<file path="src/rtl/scarf_pkg.sv">
// Shared SCARF SPI definitions: front-end FSM states and byte framing constants.
package scarf_pkg;

    typedef enum logic [1:0] {
        IDLE      = 2'd0,
        ID_BYTE   = 2'd1,
        DATA_BYTE = 2'd2
    } scarf_spi_state_t;

    localparam int SCARF_BYTE_BITS = 8;
    localparam logic [2:0] SCARF_LAST_BIT = 3'(SCARF_BYTE_BITS - 1);

    // True when the bit counter shows the current rise carries the final bit of a byte.
    function automatic logic is_last_bit(input logic [2:0] cnt);
        return (cnt == SCARF_LAST_BIT);
    endfunction

endpackage

</file>
<file path="src/rtl/scarf_sync.sv">
// Multi-flop synchroniser for one asynchronous pin, with a selectable reset level.
module scarf_sync #(
    parameter int   SYNC_STAGES = 2,
    parameter logic RESET_VALUE = 1'b0
) (
    input  logic clk,
    input  logic rst_n,
    input  logic d,
    output logic q
);

    logic [SYNC_STAGES-1:0] chain_r;

    // Shift the raw pin through the chain; the last stage is the safe copy.
    always_ff @(posedge clk or negedge rst_n) begin
        if (!rst_n) begin
            chain_r <= {SYNC_STAGES{RESET_VALUE}};
        end else begin
            chain_r <= {chain_r[SYNC_STAGES-2:0], d};
        end
    end

    assign q = chain_r[SYNC_STAGES-1];

endmodule

</file>
<file path="src/rtl/scarf_spi_oversampled_slave.sv">
// Oversampling SPI mode-0 slave front end: decodes the ID byte, delivers data bytes
// to every SCARF slave and serialises the OR-ed slave read data back onto MISO.
import scarf_pkg::*;

module scarf_spi_oversampled_slave #(
    parameter int SYNC_STAGES = 2
) (
    input  logic       clk,
    input  logic       rst_n,
    input  logic       sclk,
    input  logic       mosi,
    input  logic       cs_n,
    output logic       miso,
    output logic       miso_oe,
    output logic [7:0] data_in,
    output logic       data_in_valid,
    output logic       data_in_finished,
    output logic [6:0] slave_id,
    output logic       rnw,
    input  logic [7:0] read_data_in
);

    logic sclk_s;
    logic mosi_s;
    logic cs_n_s;
    logic sclk_d_r;
    logic cs_n_d_r;
    logic sclk_rise_s;
    logic sclk_fall_s;
    logic cs_fall_s;
    logic cs_rise_s;
    logic byte_done_s;
    logic oe_s;
    logic [7:0] rx_byte_s;

    scarf_spi_state_t state_r;
    scarf_spi_state_t state_next_s;
    logic [2:0] bit_cnt_r;
    logic [6:0] shift_r;
    logic [7:0] tx_r;

    scarf_sync #(.SYNC_STAGES(SYNC_STAGES), .RESET_VALUE(1'b0)) u_sync_sclk (
        .clk(clk), .rst_n(rst_n), .d(sclk), .q(sclk_s));
    scarf_sync #(.SYNC_STAGES(SYNC_STAGES), .RESET_VALUE(1'b0)) u_sync_mosi (
        .clk(clk), .rst_n(rst_n), .d(mosi), .q(mosi_s));
    scarf_sync #(.SYNC_STAGES(SYNC_STAGES), .RESET_VALUE(1'b1)) u_sync_cs (
        .clk(clk), .rst_n(rst_n), .d(cs_n), .q(cs_n_s));

    // Delayed copies of the synced pins for edge detection; reset to idle bus levels.
    always_ff @(posedge clk or negedge rst_n) begin
        if (!rst_n) begin
            sclk_d_r <= 1'b0;
            cs_n_d_r <= 1'b1;
        end else begin
            sclk_d_r <= sclk_s;
            cs_n_d_r <= cs_n_s;
        end
    end

    assign sclk_rise_s = sclk_s & ~sclk_d_r;
    assign sclk_fall_s = ~sclk_s & sclk_d_r;
    assign cs_fall_s   = ~cs_n_s & cs_n_d_r;
    assign cs_rise_s   = cs_n_s & ~cs_n_d_r;
    assign byte_done_s = (state_r != IDLE) && sclk_rise_s && is_last_bit(bit_cnt_r);
    assign rx_byte_s   = {shift_r, mosi_s};
    assign oe_s        = (state_r == DATA_BYTE) && rnw && !cs_n_s;

    // State register.
    always_ff @(posedge clk or negedge rst_n) begin
        if (!rst_n) begin
            state_r <= IDLE;
        end else begin
            state_r <= state_next_s;
        end
    end

    // Next state; cs_rise wins over a completing byte, which is still accepted below.
    always_comb begin
        state_next_s = state_r;
        case (state_r)
            IDLE: begin
                if (cs_fall_s) begin
                    state_next_s = ID_BYTE;
                end else begin
                    state_next_s = IDLE;
                end
            end
            ID_BYTE: begin
                if (cs_rise_s) begin
                    state_next_s = IDLE;
                end else if (byte_done_s) begin
                    state_next_s = DATA_BYTE;
                end else begin
                    state_next_s = ID_BYTE;
                end
            end
            DATA_BYTE: begin
                if (cs_rise_s) begin
                    state_next_s = IDLE;
                end else begin
                    state_next_s = DATA_BYTE;
                end
            end
            default: begin
                state_next_s = IDLE;
            end
        endcase
    end

    // Receive path: bit counting, ID/data byte capture and the one-cycle pulses.
    always_ff @(posedge clk or negedge rst_n) begin
        if (!rst_n) begin
            bit_cnt_r        <= 3'd0;
            shift_r          <= 7'd0;
            data_in          <= 8'd0;
            data_in_valid    <= 1'b0;
            data_in_finished <= 1'b0;
            slave_id         <= 7'd0;
            rnw              <= 1'b0;
        end else begin
            data_in_valid    <= 1'b0;
            data_in_finished <= 1'b0;
            if (state_r == IDLE) begin
                if (cs_fall_s) begin
                    bit_cnt_r <= 3'd0;
                end
            end else begin
                if (byte_done_s) begin
                    bit_cnt_r <= 3'd0;
                    if (state_r == ID_BYTE) begin
                        rnw      <= rx_byte_s[7];
                        slave_id <= rx_byte_s[6:0];
                    end else begin
                        data_in       <= rx_byte_s;
                        data_in_valid <= 1'b1;
                    end
                end else if (sclk_rise_s) begin
                    shift_r   <= {shift_r[5:0], mosi_s};
                    bit_cnt_r <= bit_cnt_r + 3'd1;
                end
                // A partial byte is dropped simply by restarting the count.
                if (cs_rise_s) begin
                    data_in_finished <= 1'b1;
                    bit_cnt_r        <= 3'd0;
                end
            end
        end
    end

    // Transmit path: reload at each byte boundary, otherwise shift on falling sclk.
    always_ff @(posedge clk or negedge rst_n) begin
        if (!rst_n) begin
            tx_r <= 8'd0;
        end else begin
            if ((state_r == DATA_BYTE) && sclk_fall_s) begin
                if (bit_cnt_r == 3'd0) begin
                    tx_r <= read_data_in;
                end else begin
                    tx_r <= {tx_r[6:0], 1'b0};
                end
            end
        end
    end

    // Registered pad drive; MISO is held low whenever the pad is not enabled.
    always_ff @(posedge clk or negedge rst_n) begin
        if (!rst_n) begin
            miso    <= 1'b0;
            miso_oe <= 1'b0;
        end else begin
            miso    <= oe_s & tx_r[7];
            miso_oe <= oe_s;
        end
    end

endmodule

</file>
<file path="config.mk">
export PLATFORM = sky130hd
export DESIGN_NAME = scarf_spi_oversampled_slave
export DESIGN_NICKNAME = d
export VERILOG_FILES = /design/src/rtl/scarf_pkg.sv /design/src/rtl/scarf_sync.sv /design/src/rtl/scarf_spi_oversampled_slave.sv
export SDC_FILE = /design/constraint.sdc
export NUM_CORES = 1
export LEC_CHECK = 0
export ABC_AREA = 1
export CORE_MARGIN = 2
export CORE_UTILIZATION = 55
export CTS_BUF_LIST = sky130_fd_sc_hd__clkbuf_2
export DETAILED_ROUTE_END_ITERATION = 8
export PLACE_DENSITY = 0.82
export SLEW_MARGIN = 20
export SYNTH_ARGS = -nofsm -noshare
export SYNTH_HDL_FRONTEND = slang
export SYNTH_SLANG_ARGS = --single-unit
</file>
<file path="constraint.sdc">
create_clock -name clk -period 2 [get_ports clk]
set_input_delay 0.4 -clock clk [delete_from_list [all_inputs] [get_ports clk]]
set_output_delay 0.4 -clock clk [all_outputs]
set_load 0.02 [all_outputs]
</file>
# Yosys cells after proc, flatten, opt, wreduce, memory -nomap -nowiden
# Index checks and enable logic that the tools add are counted.
[word_totals] regBits=48 in_bits=13
[classes] n_addsub=1 n_eq_ne=4 n_mux=16 n_bitwise=12 reduce_logical=14
[ops] operator="3-bit 2-to-1 mux" n=5
[ops] operator="3-bit AND reduction" n=3
[ops] operator="8-bit 2-to-1 mux" n=1
[ops] operator="1-bit NOT" n=7
[ops] operator="1-bit 2-to-1 mux" n=6
[ops] operator="2-bit 2-to-1 mux" n=3
[ops] operator="2-bit one-hot mux with 3 select lines" n=1
[ops] operator="1-bit bitwise AND" n=5
[ops] operator="1-bit logical AND" n=5
[ops] operator="4-bit nonzero test" n=1
[ops] operator="3-bit by 1-bit adder with 3-bit output, second input constant" n=1
[ops] operator="3-bit == test, second input constant" n=1
[ops] operator="3-bit zero test" n=1
[ops] operator="2-bit by 1-bit == test with 1-bit output, second input constant" n=1
[ops] operator="2-bit == test, second input constant" n=1
[ops] operator="2-bit zero test" n=1
[ops] operator="2-bit != test, second input constant" n=1
[ops] operator="2-bit AND reduction" n=1
[ops] operator="2-bit nonzero test" n=1
[ops] operator="1-bit zero test" n=1

# Depth between registers and ports, before layout
# Gate-level depths: netlist of the first run.
[depth] depth_word=7 ltp_mapped=9

# Modules after synthesis
# A second synthesis of the first run with hierarchy kept.
[hier_totals] cells_unflattened=198 area_unflattened_um2=2015.7
[modules_own_cells] mod="scarf_spi_oversampled_slave" n_inst=1 cells_each=192 area_per_inst_um2=1863.0
[modules_own_cells] mod="scarf_sync (u_sync_mosi ...)" n_inst=2 cells_each=2 area_per_inst_um2=50.0
[modules_own_cells] mod="scarf_sync (u_sync_cs)" n_inst=1 cells_each=2 area_per_inst_um2=52.6

# Least setup slack after synthesis of the first run
# OpenSTA, ideal clock, no wires.
[synth_path] kind="register -> register" start="register bit_cnt_r[0]" end="register shift_r[4]" setup_time_ns=0.127 t_arrival_ns=1.247 t_required_ns=1.873 path_slack_ns=0.625 path_stages_with_launch=8 synth_period_minus_slack_ns=1.375 path_cell_list="dfrtp_1 ha_1 ha_1 nand3_4 nand3_2 buf_4 nand2_1 o21ai_0"
[synth_via] elab_chain_len=4
[synth_lines] element="from (decl)" line="scarf_spi_oversampled_slave.sv:38" rtl="logic [2:0] bit_cnt_r;"
[synth_lines] element="from (signal assigned)" line="scarf_spi_oversampled_slave.sv:139" rtl="bit_cnt_r <= bit_cnt_r + 3'd1;"
[synth_lines] element="3-bit == test" line="scarf_pkg.sv:15" rtl="return (cnt == SCARF_LAST_BIT);"
[synth_lines] element="1-bit logical AND" line="scarf_spi_oversampled_slave.sv:64" rtl="assign byte_done_s = (state_r != IDLE) && sclk_rise_s && is_last_bit(bit_cnt_r);"
[synth_lines] element="1-bit NOT (no source line)"
[synth_lines] element="3-bit AND reduction (no source line)"
[synth_lines] element="to (signal assigned)" line="scarf_spi_oversampled_slave.sv:138" rtl="shift_r <= {shift_r[5:0], mosi_s};"
[synth_lines] element="to (decl)" line="scarf_spi_oversampled_slave.sv:39" rtl="logic [6:0] shift_r;"
# No other way between the ends.
# A chain may end at the register's enable or synchronous reset.

# Worst setup path after layout of the first run
[layout_path] start="register rnw" end="output rnw"
[layout_lines] element="from (decl)" line="scarf_spi_oversampled_slave.sv:19" rtl="output logic rnw,"
[layout_lines] element="from (signal assigned)" line="scarf_spi_oversampled_slave.sv:131" rtl="rnw <= rx_byte_s[7];"
# No word-level cell between the ends.

==> reports/summary.txt, run 1 <==
final hold viol count = 0
# DRC = 0
number of H-tree levels = 2
final WL = 3.19 mm
clk root buf = clkbuf_2
total of max-cap violations = 0
mux contribution to synthesized area = 0%
Max Freq = 0.543 GHz
Setup Skew = 0.0129 ns
Layout Area Growth over Synthesis = 19.3%
Placed Cells = 273
CTS buffer count = 5
clock transition at the registers of the reported paths = 0.19 ns
CP arrival = 1.44 ns
slowest stage delay, CP = 0.62 ns
run status = complete, no violations
synthesized-area fraction occupied by adder cells = 1.86%
Hold Path Class = flip-flop to flip-flop
Compound-Gate Fraction of Synth Area = 12.8%
core area = 3420 um2
most frequent cells in the layout = nand2_1, dfrtp_1, clkdlybuf4s50_1
# IOs = 33
Worst-Margin Slew = 0.387 ns
Seq pwr share = 60.8%
CP Class = flip-flop to primary output
# resized after CTS = 0
vias in the first global route = 1325
Synth Area in XOR/XNOR = 0%
worst path cell trace = clkdlybuf4s50_1
hold buffers post-CTS = 1
first-pass GRT wire length = 5.87 mm
Syn. warnings = 0
synthesis-stage register bit count = 48
Total GRT Usage = 18.8%
row count = 21
1st-pass router iterations = 4
Placement Cell Area = 2360 um2
Mapped Cells = 198
simple logic cell fraction of the synthesized area = 17.9%
Clock Latency Late Sink = 0.41 ns
final worst-path cycle share = 92.0%
Avg Synthesized Cell Area = 10.2 um2
Worst Hold Margin = 0.370 ns
Pwr per Cell Area = 757 nW/um2
Crit Path Max Fanout = 3
Relative slew margins = 74.1%
Comb power frac = 20.3%
DIE WIDTH = 64.5 um
half-perimeter wire length after placement = 2.33 mm
fill count = 271
die span in y = 64.5 um
switching pwr = 572 uW
CTS tree = done
largest net degree at the start of global routing = 18
Worst path slowest cell = clkdlybuf4s50_1
Vias/cell = 4.90
Setup crit end kind = primary output
leak pwr = 0.00117 uW
final setup vio count = 0
postcts setup bufs = 0
CP Launch Type = flip-flop
Antenna Nets Post-Route = 0
switching share of power = 31.4%
CP bufs+invs = 1
cell-internal power = 1250 uW
GRT overflow = 0
Routed wire per std cell = 11.3 um
Initial Util = 59.0%
Post-Syn Area = 2020 um2
total negative setup slack = 0 ns
commonest non-fill, non-tap cell in the layout = nand2_1
ANT cells = 0
CP top delay family = buffers and inverters
initial antenna violation count = 0
Clock power frac = 18.8%
DR vias = 1378
Net Count, Synth = 214
fin area = 2400 um2
initial DRC count = 43
CTS Buffer Depth = 2
I/O Buffers = 32
maximum vdd drop = 0.553 mV
Seq/Total Area, Yosys = 59.8%
final non-filler cell total = 281
die area = 4170 um2
Clock Sinks = 48
GPL Wtd Cong = 0.831
final worst path period need = 1.84 ns
Nets = 251
unrepaired setup endpoints after global routing = no
Worst Path Required = 1.60 ns
main combinational cell family by area after synthesis = simple AND/OR/NAND/NOR gates
share of post-route cells with drive strength above 1 = 15.7%
post-synthesis cell type count = 24
Slew Limit Fails = 0
synth_stat cells:
master,number,area (um2)
clkbuf_1,1,3.75
nand2_4,3,33.8
o21ai_2,16,140
nand3_2,1,10.0
o21ai_1,1,5.00
nand4_1,4,25.0
inv_1,27,101
nor2_8,1,20.0
inv_2,1,3.75
nor2_4,1,11.3
buf_6,2,22.5
ha_1,3,37.5
nand3_1,3,15.0
o21ai_0,21,105
nand3_4,1,17.5
dfrtp_1,45,1130
buf_4,2,15.0
nand2_1,53,199
nor4_1,1,6.26
a21oi_2,1,8.76
dfstp_2,3,78.8
inv_4,1,6.26
nor2_1,5,18.8
nor3_1,1,5.00
path summary, 6_finish.rpt:
path                                                start                              to  slack, ns  cells after the start
hold reg to reg            u_sync_cs.chain_r[0]$_DFF_PN1_  u_sync_cs.chain_r[1]$_DFF_PN1_       0.37                      0
min in group asynchronous                           rst_n          shift_r[2]$_DFFE_PN0P_       0.39                      2
setup reg to reg                 bit_cnt_r[1]$_DFFE_PN0P_          shift_r[4]$_DFFE_PN0P_       0.56                      5
hold / removal             u_sync_cs.chain_r[0]$_DFF_PN1_  u_sync_cs.chain_r[1]$_DFF_PN1_       0.37                      0
setup / recovery                          rnw$_DFFE_PN0P_                             rnw       0.16                      1
max in group asynchronous                           rst_n  u_sync_cs.chain_r[0]$_DFF_PN1_       0.98                      3
final cells by class:
| class | instances | area [um2] | area share (%) |
|---|---|---|---|
| clock buffers | 5 | 25.0 | 1.04 |
| inverters | 29 | 111 | 4.63 |
| multi-input cells | 116 | 658 | 27.4 |
| flip-flops and latches | 48 | 1200 | 50.1 |
| well taps | 46 | 57.6 | 2.39 |
| clock inverters | 2 | 7.51 | 0.312 |
| repair buffers | 35 | 340 | 14.2 |
metrics by stage:
step | setup slack [ns] | power, uW | utilization (%)
after floorplan | 0.625 | 1390 | -
after global placement | 0.599 | 1490 | 69.2
after CTS | 0.142 | 1840 | 70.4
after global routing | 0.0859 | 1960 | 70.4
after detailed placement | 0.568 | 1500 | 69.2
final | 0.159 | 1820 | 70.4
flip-flops by register name (all words and copies together) (netlist names):
name / count
data_in: 8
tx_r: 8
shift_r: 7
slave_id: 7
bit_cnt_r: 3
state_r: 2
u_sync_cs.chain_r: 2
u_sync_mosi.chain_r: 2
u_sync_sclk.chain_r: 2
cs_n_d_r: 1
data_in_finished: 1
data_in_valid: 1
miso: 1
miso_oe: 1
rnw: 1
sclk_d_r: 1
routing by layer:
layer	share of wire, %	wire length (um)	global-route usage [%]	vias up
li1	-	-	-	697
met1	48	1530	24.4	639
met2	45	1440	30.5	34
met3	4.5	143	3.65	8
met4	2.3	73	9.57	0
met5	0	0	0	-
kinds of logic (layout without fill, tap and decap cells):
kind of cell / count (synthesis) / in the layout
adders and majority gates: 3 / 3
buffers and inverters: 34 / 71
and+or+nand+nor: 74 / 74
AOI/OAI and AO/OA: 39 / 39
DFF: 48 / 48
power by group through the flow:
stage | clock network, uW | registers [uW] | logic [uW]
6_report | 343 | 1110 | 370
5_1_grt | 397 | 1120 | 437
4_1_cts | 356 | 1110 | 376
3_5_place_dp | 0 | 1120 | 374
3_3_place_gp | 0 | 1120 | 369
2_1_floorplan | 0 | 1110 | 275
Power figures use the tool's default switching activity.
==> run 2: changes to the inputs <==
--- a/config.mk
+++ b/config.mk
@@ -10,6 +10,7 @@
 export CORE_UTILIZATION = 55
 export CTS_BUF_LIST = sky130_fd_sc_hd__clkbuf_2
 export DETAILED_ROUTE_END_ITERATION = 8
+export HOLD_SLACK_MARGIN = 0.15
 export PLACE_DENSITY = 0.82
 export SLEW_MARGIN = 20
 export SYNTH_ARGS = -nofsm -noshare
==> constraint.sdc (replaced) <==
create_clock -name clk -period 2 [get_ports clk]
set_input_delay 0.5 -clock clk [delete_from_list [all_inputs] [get_ports clk]]
set_output_delay 0.5 -clock clk [all_outputs]
set_load 0.02 [all_outputs]
==> reports/summary.txt, run 2 (synthesized netlist as in run 1, its figures left out) <==
Placement Cell Area = 2370 um2 (+0.53%)
run status = complete, no violations
CP arrival = 1.42 ns (-0.02 ns)
I/O Buffers = 32 (unchanged)
final non-filler cell total = 282 (+0.36%)
largest net degree at the start of global routing = 22 (+4)
Crit Path Max Fanout = 2 (-1)
CP top delay family = buffers and inverters
leak pwr = 0.00129 uW (+10%)
worst path cell trace = clkdlybuf4s50_1
maximum vdd drop = 0.545 mV (-1.4%)
Nets = 251 (unchanged)
Initial Util = 59.0% (unchanged)
CTS tree = done
CP bufs+invs = 1 (unchanged)
total of max-cap violations = 0 (unchanged)
slowest stage delay, CP = 0.62 ns (about the same)
die area = 4170 um2 (unchanged)
fill count = 277 (+2.2%)
Placed Cells = 273 (unchanged)
Finished Core Util = 71.6% (+1.2 points)
# IOs = 33 (unchanged)
CP Class = flip-flop to primary output
Endpoint, Worst Hold = u_sync_cs.chain_r[1]$_DFF_PN1_
CTS Buffer Depth = 2 (unchanged)
row count = 21 (unchanged)
R2R setup slack = 0.50 ns (-0.06 ns)
hold depth = 0 (unchanged)
Multi-input gate area = 658 um2 (unchanged)
Setup crit end kind = primary output
Worst Path Required = 1.50 ns (-0.10 ns)
CTS buffer count = 5 (unchanged)
Total GRT Usage = 19.1% (+0.24 points)
hold path startpoint = u_sync_cs.chain_r[0]$_DFF_PN1_
FF-to-FF Start = bit_cnt_r[0]$_DFFE_PN0P_
first-pass GRT wire length = 6.00 mm (+2.2%)
Antenna Nets Post-Route = 0 (unchanged)
share of post-route cells with drive strength above 1 = 16.9% (+1.2 points)
initial antenna violation count = 0 (unchanged)
CP Launch Type = flip-flop
GRT overflow = 0 (unchanged)
Clock Sinks = 48 (unchanged)
initial DRC count = 54 (+26%)
unrepaired setup endpoints after global routing = no
postcts setup bufs = 0 (unchanged)
final hold viol count = 0 (unchanged)
Critical R2R Capture = shift_r[6]$_DFFE_PN0P_
die span in y = 64.5 um (unchanged)
fin area = 2450 um2 (+1.7%)
Setup Skew = 0.0120 ns (-0.000914 ns)
Slew Limit Fails = 0 (unchanged)
commonest non-fill, non-tap cell in the layout = nand2_1
Vias/cell = 4.89 (-0.21%)
Worst path slowest cell = clkdlybuf4s50_1
most frequent cells in the layout = nand2_1, dfrtp_1, inv_1
register area = 1200 um2 (unchanged)
clk root buf = clkbuf_2
Hold Path Class = flip-flop to flip-flop
vias in the first global route = 1326 (+0.075%)
final worst-path cycle share = 96.1% (+4.1 points)
final WL = 3.28 mm (+2.9%)
clock transition at the registers of the reported paths = 0.22 ns (+0.03 ns)
DR vias = 1380 (+0.15%)
FF-to-FF path depth = 5 (unchanged)
total negative setup slack = 0 ns (unchanged)
DIE WIDTH = 64.5 um (unchanged)
Routed wire per std cell = 11.6 um (+2.6%)
core area = 3420 um2 (unchanged)
GPL Wtd Cong = 0.758 (-8.8%)
Layout Area Growth over Synthesis = 21.4%
1st-pass router iterations = 4 (unchanged)
# DRC = 0 (unchanged)
Relative slew margins = 67.1% (-7.0 points)
final worst path period need = 1.92 ns (+0.0814 ns)
Clock Latency Late Sink = 0.41 ns (about the same)
ANT cells = 0 (unchanged)
Max Freq = 0.520 GHz (-4.2%)
Pwr per Cell Area = 766 nW/um2 (+1.2%)
half-perimeter wire length after placement = 2.38 mm (+2.1%)
largest registers = data_in x8, tx_r x8
number of H-tree levels = 2 (unchanged)
Worst-Margin Slew = 0.493 ns (+0.106 ns)
final setup vio count = 0 (unchanged)
run 2: cell types whose count changed in the layout (fill, tap and decap cells not counted):
cell | previous run | this run
clkdlybuf4s50_1 | 31 | 25
dlymetal6s2s_1 | 0 | 6
clkinv_1 | 2 | 0
buf_12 | 0 | 1
buf_4 | 2 | 1
clkbuf_2 | 5 | 6
clkinv_4 | 0 | 1
clkinvlp_4 | 0 | 1
run 2: stage by stage:
step / hold slack [ns] / setup WS [ns] / power [uW]
4_1_cts: 0.374 / 0.0431 / 1900
2_1_floorplan: 0.204 / 0.625 / 1390
3_3_place_gp: 0.336 / 0.549 / 1490
5_1_grt: 0.376 / 0.00428 / 2010
6_report: 0.373 / 0.0777 / 1870
3_5_place_dp: 0.340 / 0.528 / 1510
run 2: area by class of cell:
type | count | area share [%]
Sequential cell | 48 | 49.3
Multi-Input combinational cell | 116 | 26.9
Timing Repair Buffer | 35 | 15.0
Inverter | 29 | 4.55
Tap cell | 46 | 2.35
Clock buffer | 6 | 1.23
Clock inverter | 2 | 0.665
run 2: repair_timing:
item | in CTS | in global routing
gates resized for setup | 0 | 6
hold buffers | 1 | 0
endpoints found under the hold margin | 17 | 0
endpoints found under the setup margin | 0 | 6
run 2: how the worst max path moves through the flow:
stage	slack, ns	cells past startpoint	startpoint	endpoint
global route	0.004	1	data_in[0]$_DFFE_PN0P_	data_in[0]
finish	0.08	1	slave_id[5]$_DFFE_PN0P_	slave_id[5]
detailed placement	0.53	5	bit_cnt_r[1]$_DFFE_PN0P_	shift_r[6]$_DFFE_PN0P_
CTS	0.04	1	slave_id[2]$_DFFE_PN0P_	slave_id[2]
floorplan	0.63	7	bit_cnt_r[0]$_DFFE_PN0P_	shift_r[4]$_DFFE_PN0P_
global placement	0.55	1	slave_id[5]$_DFFE_PN0P_	slave_id[5]
run 2: report_power, final:
group | internal (uW) | switching, uW
sequential | 1060 | 51.0
clock | 93.6 | 294
combinational | 121 | 256
run 2: worst reg2reg max path, delay by kind of cell, from the launching register on:
family | cells | cell delay (ns)
DFF | 1 | 0.45
adders and majority gates | 2 | 0.42
and+or+nand+nor | 2 | 0.33
AOI/OAI and AO/OA | 1 | 0.24
run 2: per-layer routing:
layer	routed length (um)	track usage (%)	part of all wire, %
met3	167	5.56	5.1
met2	1500	31.0	46
met5	0	0	0
met4	42	5.59	1.3
met1	1570	25.1	48
